==> src/rtl/fetch_pkg.sv <==
// fetch_pkg: shared types and constants for the fetch stage.
// Entry layout, NOP word, JAL opcode and J-immediate decode.
package fetch_pkg;

   localparam logic [31:0] NOP     = 32'h0000_0013;
   localparam logic [6:0]  OPC_JAL = 7'b1101111;

   typedef struct packed {
      logic [31:0] instr;
      logic [31:0] pc;
      logic        pred;
   } fetch_entry_t;

   function automatic logic [31:0] imm_j(input logic [31:0] ins);
      return {{12{ins[31]}}, ins[19:12], ins[20], ins[30:21], 1'b0};
   endfunction

endpackage

==> src/rtl/fetch_if.sv <==
// fetch_if: instruction-memory request/grant port.
// Responses return in order, at least one cycle after grant.
interface fetch_if;

   logic        o_imem_req;
   logic [31:0] o_imem_addr;
   logic        i_imem_gnt;
   logic        i_imem_rvalid;
   logic [31:0] i_imem_rdata;

   modport master (
      output o_imem_req,
      output o_imem_addr,
      input  i_imem_gnt,
      input  i_imem_rvalid,
      input  i_imem_rdata
   );

   modport slave (
      input  o_imem_req,
      input  o_imem_addr,
      output i_imem_gnt,
      output i_imem_rvalid,
      output i_imem_rdata
   );

endinterface

==> src/rtl/fetch_fifo.sv <==
// fetch_fifo: instruction buffer between imem and decode.
// Flush empties it; push and pop may coincide when full.
module fetch_fifo
   import fetch_pkg::*;
#(
   parameter  int DEPTH = 2,
   localparam int AW    = $clog2(DEPTH),
   localparam int CW    = AW + 1
) (
   input  logic          i_clk,
   input  logic          i_rst_n,
   input  logic          i_flush,
   input  logic          i_push,
   input  fetch_entry_t  i_data,
   input  logic          i_pop,
   output fetch_entry_t  o_data,
   output logic [CW-1:0] o_count,
   output logic          o_empty
);

   fetch_entry_t  mem_q [DEPTH];
   logic [AW-1:0] wr_q, wr_d;
   logic [AW-1:0] rd_q, rd_d;
   logic [CW-1:0] cnt_q, cnt_d;
   logic          do_push, do_pop;

   assign do_pop  = i_pop && (cnt_q != '0);
   assign do_push = i_push &&
                    ((cnt_q != CW'(DEPTH)) || do_pop);
   assign o_data  = mem_q[rd_q];
   assign o_count = cnt_q;
   assign o_empty = (cnt_q == '0);

   // next pointers and occupancy; flush wins
   always_comb begin
      wr_d  = wr_q;
      rd_d  = rd_q;
      cnt_d = cnt_q + CW'(do_push) - CW'(do_pop);
      if (do_push) wr_d = wr_q + AW'(1);
      if (do_pop)  rd_d = rd_q + AW'(1);
      if (i_flush) begin
         wr_d  = '0;
         rd_d  = '0;
         cnt_d = '0;
      end
   end

   // storage; slots beyond the count are don't-care
   always_ff @(posedge i_clk) begin
      if (do_push) mem_q[wr_q] <= i_data;
   end

   // pointer and count registers
   always_ff @(posedge i_clk) begin
      if (!i_rst_n) begin
         wr_q  <= '0;
         rd_q  <= '0;
         cnt_q <= '0;
      end else begin
         wr_q  <= wr_d;
         rd_q  <= rd_d;
         cnt_q <= cnt_d;
      end
   end

endmodule

==> src/rtl/fetch.sv <==
// fetch: PC, imem requests, buffer and decode output regs.
// Define FETCH_JAL_PREDICT_EN to let fetch follow JALs itself.
module fetch
   import fetch_pkg::*;
#(
   parameter logic [31:0] RESET_PC   = 32'h0000_0000,
   parameter int          FIFO_DEPTH = 2
) (
   input  logic        i_clk,
   input  logic        i_rst_n,
   fetch_if.master     imem,
   input  logic        i_dec_stall,
   input  logic        i_exec_redirect,
   input  logic [31:0] i_exec_target,
   output logic [31:0] b_fetch_dec_instr,
   output logic [31:0] b_fetch_dec_pc,
   output logic        b_fetch_dec_valid,
   output logic        b_fetch_dec_pred_taken
);

`ifdef FETCH_JAL_PREDICT_EN
   localparam bit JAL_EN = 1'b1;
`else
   localparam bit JAL_EN = 1'b0;
`endif
   localparam int          CW    = $clog2(FIFO_DEPTH) + 1;
   localparam logic [CW:0] CAP   = (CW+1)'(FIFO_DEPTH);
   localparam logic [31:0] ALIGN = 32'hFFFF_FFFC;

   logic          run_q;
   logic [31:0]   pc_q, pc_d;
   logic [31:0]   rpc_q, rpc_d;
   logic [CW-1:0] outst_q, outst_d;
   logic [CW-1:0] disc_q, disc_d;
   logic          valid_q, valid_d;
   fetch_entry_t  out_q, out_d;

   fetch_entry_t  head, rsp_e, cand;
   logic [CW-1:0] f_count;
   logic          f_empty;
   logic [CW:0]   occ;
   logic          req, gnt, rsp_ok, ld, avail;
   logic          bypass, jal, redir, push, pop;
   logic [31:0]   redir_pc;

   // requests stop once in-flight plus buffered fills the FIFO
   assign occ = {1'b0, outst_q} + {1'b0, f_count};
   assign req = run_q && (disc_q == '0) && (occ < CAP);
   assign gnt = req && imem.i_imem_gnt;

   assign imem.o_imem_req  = req;
   assign imem.o_imem_addr = pc_q;

   assign rsp_ok = imem.i_imem_rvalid && (disc_q == '0) &&
                   !i_exec_redirect;
   assign rsp_e  = '{instr: imem.i_imem_rdata,
                     pc:    rpc_q,
                     pred:  1'b0};
   assign cand   = f_empty ? rsp_e : head;

   assign ld     = !i_dec_stall || !valid_q;
   assign avail  = !f_empty || rsp_ok;
   assign bypass = f_empty && rsp_ok && ld;
   assign pop    = ld && !f_empty && !i_exec_redirect;

   // a JAL entering the output reg squashes what follows it
   assign jal    = JAL_EN && ld && avail && !i_exec_redirect &&
                   (cand.instr[6:0] == OPC_JAL);
   assign redir  = i_exec_redirect || jal;
   assign push   = rsp_ok && !bypass && !jal;

   assign redir_pc = (i_exec_redirect ? i_exec_target
                      : cand.pc + imm_j(cand.instr)) & ALIGN;

   fetch_fifo #(
      .DEPTH (FIFO_DEPTH)
   ) u_fifo (
      .i_clk   (i_clk),
      .i_rst_n (i_rst_n),
      .i_flush (redir),
      .i_push  (push),
      .i_data  (rsp_e),
      .i_pop   (pop),
      .o_data  (head),
      .o_count (f_count),
      .o_empty (f_empty)
   );

   // next state; redirect applied last so it overrides
   always_comb begin
      pc_d    = pc_q;
      rpc_d   = rpc_q;
      disc_d  = disc_q;
      valid_d = valid_q;
      out_d   = out_q;
      outst_d = outst_q + CW'(gnt) -
                CW'(imem.i_imem_rvalid);
      if (gnt)    pc_d  = pc_q + 32'd4;
      if (rsp_ok) rpc_d = rpc_q + 32'd4;
      if (imem.i_imem_rvalid && (disc_q != '0))
         disc_d = disc_q - CW'(1);
      if (ld) begin
         valid_d = avail;
         if (avail) begin
            out_d      = cand;
            out_d.pred = jal;
         end else begin
            out_d.instr = NOP;
            out_d.pred  = 1'b0;
         end
      end
      if (redir) begin
         pc_d   = redir_pc;
         rpc_d  = redir_pc;
         disc_d = outst_d;
      end
      if (i_exec_redirect) begin
         valid_d     = 1'b0;
         out_d.instr = NOP;
         out_d.pred  = 1'b0;
      end
   end

   // state registers; reset drops all in-flight state
   always_ff @(posedge i_clk) begin
      if (!i_rst_n) begin
         run_q   <= 1'b0;
         pc_q    <= RESET_PC & ALIGN;
         rpc_q   <= RESET_PC & ALIGN;
         outst_q <= '0;
         disc_q  <= '0;
         valid_q <= 1'b0;
         out_q   <= '{instr: NOP, pc: 32'h0, pred: 1'b0};
      end else begin
         run_q   <= 1'b1;
         pc_q    <= pc_d;
         rpc_q   <= rpc_d;
         outst_q <= outst_d;
         disc_q  <= disc_d;
         valid_q <= valid_d;
         out_q   <= out_d;
      end
   end

   assign b_fetch_dec_instr      = out_q.instr;
   assign b_fetch_dec_pc         = out_q.pc;
   assign b_fetch_dec_valid      = valid_q;
   assign b_fetch_dec_pred_taken = JAL_EN && out_q.pred;

endmodule

==> src/flat_wrapper.sv <==
// flat-port wrapper written by rule: the top's interface ports become plain ports
module fetch_flat import fetch_pkg::*;
#(
   parameter logic [31:0] RESET_PC   = 32'h0000_0000,
   parameter int          FIFO_DEPTH = 2
)
  (i_clk, i_rst_n, i_dec_stall, i_exec_redirect, i_exec_target, b_fetch_dec_instr, b_fetch_dec_pc, b_fetch_dec_valid, b_fetch_dec_pred_taken, imem_o_imem_req, imem_o_imem_addr, imem_i_imem_gnt, imem_i_imem_rvalid, imem_i_imem_rdata);
  fetch_if imem_i ();
  input  logic i_clk;
  input  logic i_rst_n;
  input  logic i_dec_stall;
  input  logic i_exec_redirect;
  input  logic [31:0] i_exec_target;
  output logic [31:0] b_fetch_dec_instr;
  output logic [31:0] b_fetch_dec_pc;
  output logic b_fetch_dec_valid;
  output logic b_fetch_dec_pred_taken;
  output wire logic [$bits(imem_i.o_imem_req)-1:0] imem_o_imem_req;
  output wire logic [$bits(imem_i.o_imem_addr)-1:0] imem_o_imem_addr;
  input wire logic [$bits(imem_i.i_imem_gnt)-1:0] imem_i_imem_gnt;
  input wire logic [$bits(imem_i.i_imem_rvalid)-1:0] imem_i_imem_rvalid;
  input wire logic [$bits(imem_i.i_imem_rdata)-1:0] imem_i_imem_rdata;
  assign imem_o_imem_req = imem_i.o_imem_req;
  assign imem_o_imem_addr = imem_i.o_imem_addr;
  assign imem_i.i_imem_gnt = imem_i_imem_gnt;
  assign imem_i.i_imem_rvalid = imem_i_imem_rvalid;
  assign imem_i.i_imem_rdata = imem_i_imem_rdata;
  fetch #(.RESET_PC(RESET_PC), .FIFO_DEPTH(FIFO_DEPTH)) u_core (.i_clk(i_clk), .i_rst_n(i_rst_n), .imem(imem_i), .i_dec_stall(i_dec_stall), .i_exec_redirect(i_exec_redirect), .i_exec_target(i_exec_target), .b_fetch_dec_instr(b_fetch_dec_instr), .b_fetch_dec_pc(b_fetch_dec_pc), .b_fetch_dec_valid(b_fetch_dec_valid), .b_fetch_dec_pred_taken(b_fetch_dec_pred_taken));
endmodule
==> config.mk <==
export PLATFORM = sky130hd
export DESIGN_NAME = fetch_flat
export DESIGN_NICKNAME = d
export VERILOG_FILES = /design/src/rtl/fetch_pkg.sv /design/src/rtl/fetch_if.sv /design/src/rtl/fetch_fifo.sv /design/src/rtl/fetch.sv /design/src/flat_wrapper.sv
export SDC_FILE = /design/constraint.sdc
export NUM_CORES = 1
export LEC_CHECK = 0
export BUFFER_PORTS_ARGS = -buffer_cell sky130_fd_sc_hd__buf_2
export CAP_MARGIN = 0
export CORE_AREA = 10 10 165 167
export CTS_CLUSTER_DIAMETER = 120
export DETAILED_ROUTE_END_ITERATION = 16
export DIE_AREA = 0 0 175 177
export PLACE_DENSITY = 0.65
export SLEW_MARGIN = 20
export SYNTH_ARGS = -nofsm -noshare
export SYNTH_HDL_FRONTEND = slang
export SYNTH_SLANG_ARGS = --single-unit
==> constraint.sdc <==
create_clock -name i_clk -period 20.7 [get_ports i_clk]
set_clock_uncertainty 0.2 [all_clocks]
set_input_delay 4.14 -clock i_clk [delete_from_list [all_inputs] [get_ports i_clk]]
set_output_delay 4.14 -clock i_clk [all_outputs]
set_load 0.01 [all_outputs]
* After elaboration in Yosys (flattened, before gate mapping)
Memory sizes are Yosys's and may differ from the RTL's. A register that Yosys moved wholly into a read port is not among the register bits.
Cells that the tools add are included.
Widths: inputs -> output; s select.
** Word-level totals
- Bits in writable memories :: 128
- Register bits :: 138
- Memories :: 1
- Input port bits :: 70
- Word-level logic and storage cells :: 70
- Output and inout port bits :: 99
** Cells by class
- $add $sub $neg :: 10
- Eq/ne operators :: 1
- Reduce and logical (&&, ||, !) cells :: 30
- Bitwise operators :: 1
- Magnitude comparators :: 1
- Multiplexer cells :: 13
** Memory list
- u_core.u_fifo.mem_q :: words 2, width 64, rd ports 1, clocked after Yosys merged registers in 1, write ports 1, line fetch_fifo.sv:21 : fetch_entry_t mem_q [DEPTH];
** Operators by type and width (count)
- $mux 32 :: 5
- $mux 65 :: 1
- $add 32x3->32 const B :: 2
- $logic_and 1x1->1 :: 13
- $reduce_bool 2->1 :: 5
- $logic_not 1->1 :: 5
- $mux 1 :: 5
- $add 2x1->2 :: 2
- $logic_not 2->1 :: 2
- $mux 2 :: 2
- $sub 2x1->2 :: 2
- $add 2x2->3 :: 1
- $logic_or 1x1->1 :: 3
- $lt 3x2->1 const B :: 1
- $add 1x1->1 const B :: 2
- $ne 2x2->1 const B :: 1
- $reduce_and 2->1 :: 1
- $reduce_or 2->1 :: 1
- $sub 2x1->2 const B :: 1
- $not 1->1 :: 1

* Longest topological paths before layout
- Depth in word-level cells :: 10
- Depth in mapped cells :: 11
- Mapped depth without buffers :: 10

* By module
Synthesis repeated with hierarchy kept, for this count alone.
** Second synthesis, totals
- Cell total of the unflattened synthesis :: 988
- Area, all modules :: 11339.6 um^2
** Modules (own cells, without submodules)
- fetch :: cells an instance 755, instances 1, area each 6407.4 um^2
- fetch_fifo :: cells an instance 233, instances 1, area each 4932.2 um^2

* Worst setup path before layout
No wires, ideal clock.
- Path type :: input to register
- From :: in i_dec_stall
- To :: mem u_core.u_fifo.mem_q[0][10] (netlist name) (enable)
- Buffers on the path :: 0
- Setup time :: 0.635 ns
- Stages :: 4
- Required time :: 19.865 ns
- Slack :: 9.444 ns
- Arrival :: 10.420 ns
- Path through :: nand2_1 > xnor2_1 > nor2_1 > nor4_1
** On the way
- Cells in the longest elaborated chain, start to end :: 9
- Elaborated cells on any way between the ends :: 12
** Ends and longest elaborated chain
- from (decl) :: line flat_wrapper.sv:11 : input logic i_dec_stall;
- $logic_not 1->1 * :: line fetch.sv:61 : assign ld = !i_dec_stall || !valid_q;
- $logic_or 1x1->1 * :: line fetch.sv:61
- $logic_and 1x1->1 (2 in series) :: line fetch.sv:64 : assign pop = ld && !f_empty && !i_exec_redirect;
- $logic_and 1x1->1 :: line fetch_fifo.sv:27 : assign do_pop = i_pop && (cnt_q != '0);
- $logic_or 1x1->1 :: line fetch_fifo.sv:29 : ((cnt_q != CW'(DEPTH)) || do_pop);
- $logic_and 1x1->1 * :: line fetch_fifo.sv:28 : assign do_push = i_push &&
- $mux 1 * :: line fetch_fifo.sv:50 : if (do_push) mem_q[wr_q] <= i_data;
- $mux 1 (not written as such) * :: line fetch_fifo.sv:50
- to (decl) :: line fetch_fifo.sv:21
Every way passes the cells marked *; elsewhere a longest branch is shown, timed or not.

* Worst setup path after layout
- From :: reg u_core.u_fifo.cnt_q[0], in the netlist u_core.u_fifo.o_count[0]
- To :: out imem_o_imem_req
** On the way
- Cells in the longest elaborated chain, start to end :: 3
** Ends and longest elaborated chain
- from (decl) :: line fetch_fifo.sv:24 : logic [CW-1:0] cnt_q, cnt_d;
- from (signal assigned) :: line fetch_fifo.sv:62 : cnt_q <= cnt_d;
- $add 2x2->3 :: line fetch.sv:47 : assign occ = {1'b0, outst_q} + {1'b0, f_count};
- $lt 3x2->1 :: line fetch.sv:48 : assign req = run_q && (disc_q == '0) && (occ < CAP);
- $logic_and 1x1->1 :: line fetch.sv:48
- to (decl) :: line flat_wrapper.sv:18 : output wire logic [$bits(imem_i.o_imem_req)-1:0] imem_o_imem_req;
No other way between the ends.

==> flow_summary.json <==
{
  "cp_slowest_cell": "and4bb_2",
  "crit_chain": "and2_1, fa_1, and4bb_2, buf_2",
  "hold_viol": 0,
  "fp.dieH_um": 177,
  "start_util_pct": 44.49,
  "r2r-end": "u_core.u_fifo.mem_q[1][16]$_DFFE_PP_",
  "fin_crit_ps": 6494,
  "netlist-cell-type-count": 50,
  "synth_compound_area_share_pct": 12.77,
  "synth_top_area_share_pct": 34.93,
  "required_ps": 16360,
  "dieArea_um2": 30980,
  "ys_top_cells_by_count": "dfxtp_1, edfxtp_1, nand2_1",
  "synth_top_family_by_area": "compound AO/OA/AOI/OAI gates",
  "hold_depth": 2,
  "synth_async_sr_flop_share_pct": 0,
  "crit_arrival_ps": 2150,
  "synthSimpleGateAreaFrac_pct": 12.35,
  "avgRoutedWirePerCell_um": 17.80,
  "status": "finished clean",
  "fill_cells": 2179,
  "period_share_pct": 31.37,
  "h-tree-depth": 1,
  "die_w_um": 175,
  "power_density_nw_per_um2": 88.52,
  "slew_violations": 0,
  "cts_hold_buf": 0,
  "cts.sinks": 257,
  "grt_first_pass_wirelength_um": 41010,
  "post_cts_buffers": 0,
  "synth_fa_ha_area_share_pct": 0.8920,
  "cts_tree": "done",
  "cts_buffer_depth": 3,
  "crit_path_start_kind": "register",
  "core-area_um2": 23960,
  "placed_cells": 1402,
  "synth_area_per_cell_um2": 10.98,
  "rows": 57,
  "first_pass_iters": 5,
  "vias_per_cell": 5.316,
  "setup_viol": 0,
  "ff2ff_path_depth": 6,
  "critPathKind": "reg -> out",
  "globalplace.congestion": 0.8465,
  "synth_top_area_cell": "edfxtp_1",
  "antenna_found_initial": 1,
  "synth.ff_latch_count": 257,
  "io_pins": 169,
  "peakVddDrop_mv": 0.05619,
  "critPathMaxFanout": 9,
  "synth_xor_area_share_pct": 5.094,
  "vias": 7719,
  "slew_headroom_pct": 45.14,
  "holdCritPathClass": "reg -> reg",
  "fin_setup_tns_ps": 0,
  "syn-instance-count": 971,
  "synth_area_leaders": "edfxtp_1, dfxtp_1, mux2i_1",
  "yosys_warnings": 0,
  "drtIter0Drc": 526,
  "grt_pass1_vias": 7672,
  "clkTransAtPathRegs_ps": 60,
  "numCtsBuffers": 27,
  "overflow": 0,
  "slowest_delay_ps": 440,
  "worstMarginPinSlew_ps": 823.0,
  "drive_gt1_share_pct": 20.32,
  "ys_seq_area_share_pct": 59.91,
  "end_kind": "output pin",
  "fmax_mhz": 154.0,
  "grt_max_degree": 89,
  "final_nets": 1184,
  "drc": 0,
  "rsz0062_at_grt": "no",
  "post_cts_resized": 0,
  "clk_latency_ps": 530,
  "cts-root-buf": "clkbuf_16",
  "hold_path.startpoint": "u_core.b_fetch_dec_pc[7]$_SDFFE_PN0P_",
  "synth_mux_area_share_pct": 6.009,
  "synth-edff-count": 124,
  "syn_to_final_growth_pct": 18.10,
  "r2r_slack_ps": 17650,
  "power_leakage_nw": 4.451,
  "synth_most_common_cell": "dfxtp_1",
  "dp_hpwl_um": 17050,
  "grt.total_usage_pct": 15.95,
  "maxCapViolations": 0,
  "netlist_area_um2": 10660,
  "whs_endpoint": "u_core.b_fetch_dec_pc[7]$_SDFFE_PN0P_",
  "io_buffers": 161,
  "instances_no_fill": 1452,
  "wl_um": 25850,
  "synthFlopType": "dfxtp_1",
  "reg2reg_from": "u_core.disc_q[0]$_SDFFE_PN0P_",
  "ant_nets": 0
}
## layer usage
metal | up-vias | wire length (µm) | global-route usage, % | part of all wire [%]
li1 | 3787 | - | - | -
met1 | 3672 | 12310 | 21.91 | 48
met2 | 220 | 11320 | 25.08 | 44
met3 | 40 | 1774 | 3.627 | 6.9
met4 | 0 | 446 | 3.886 | 1.7
met5 | - | 0 | 0 | 0
## worst max-delay path by stage
stage / from / end
finish: u_core.u_fifo.o_count[0]$_SDFF_PP0_ / imem_o_imem_req
global route: u_core.u_fifo.o_count[0]$_SDFF_PP0_ / imem_o_imem_req
CTS: u_core.u_fifo.o_count[0]$_SDFF_PP0_ / imem_o_imem_req
detailed placement: imem_i_imem_rvalid / u_core.u_fifo.mem_q[1][18]$_DFFE_PP_
global placement: imem_i_imem_rvalid / u_core.u_fifo.mem_q[1][18]$_DFFE_PP_
floorplan: i_dec_stall / u_core.u_fifo.mem_q[0][10]$_DFFE_PP_
## layout by cell type, fill, tap and decap left out, types with 4 or more instances in the layout
cell and instances:
and4_1 9, nand3_1 23, ha_1 6, a21oi_1 88, o211ai_1 30, inv_1 9
buf_2 160, and3_1 6, o21ai_0 36, nand4_1 16, dfxtp_1 132, and2_1 7
edfxtp_1 124, a21boi_0 30, a22oi_1 29, conb_1 5, nor4_1 6, buf_4 10
xor2_1 26, nor2_1 86, clkbuf_8 4, nand2_1 92, mux2i_1 64, clkbuf_1 4
clkinv_2 9, xnor2_1 36, nor3_1 16, clkbuf_16 29
## through the flow
stage | hold WS, ps | instance area (µm²) | power (mW) | utilization, % | worst slack (ps)
5_1_grt | 283.3 | 12590 | 1.157 | 52.53 | 14110
2_1_floorplan | 269.6 | 10680 | 0.6288 | - | 9444
3_3_place_gp | 254.9 | 11700 | 0.6626 | 48.81 | 14030
4_1_cts | 266.8 | 12580 | 1.126 | 52.52 | 14200
3_5_place_dp | 258.5 | 11730 | 0.6646 | 48.95 | 14000
6_report | 260.8 | 12590 | 1.114 | 52.54 | 14210
## logic make-up after synthesis
family	Yosys count
multiplexers	64
adder cells (fa/ha/maj)	7
buffers and inverters	78
other	1
flip-flops	257
XOR/XNOR	62
AND/OR/NAND/NOR	279
AO/OA/AOI/OAI	223
## power breakdown
part / leakage (nW) / internal [mW] / switching, mW
Combinational: 1.81 / 0.0343 / 0.0527
Sequential: 2.21 / 0.549 / 0.0178
Clock: 0.429 / 0.268 / 0.193
Total: 4.45 / 0.851 / 0.263
## worst max-delay path: cells and delay by family (launching register included)
| family | cells | cell delay (ps) |
|---|---|---|
| flip-flops | 1 | 420 |
| buffers and inverters | 1 | 180 |
| AND/OR/NAND/NOR | 2 | 610 |
| adder cells (fa/ha/maj) | 1 | 410 |
## final cells by class
type	count	area (µm²)	share of cell area, %
sequential	257	6390	50.76
clock buffer	37	795.8	6.321
antenna	1	2.502	0.01988
tap	324	405.4	3.220
timing repair buffer	171	903.4	7.175
inverter	10	37.54	0.2982
clock inverter	12	60.06	0.4770
multi-input combinational	640	3995	31.73
## registers in the layout, summed over array words and instances (netlist names), named ones only
name	flops
u_core.u_fifo.o_count	2
u_core.b_fetch_dec_instr	32
u_core.u_fifo.wr_q	1
u_core.b_fetch_dec_valid	1
u_core.outst_q	2
u_core.u_fifo.rd_q	1
u_core.disc_q	2
u_core.run_q	1
u_core.u_fifo.mem_q	124
u_core.rpc_q	30
u_core.imem.o_imem_addr	30
u_core.b_fetch_dec_pc	30
(Power assumes the default switching activity.)
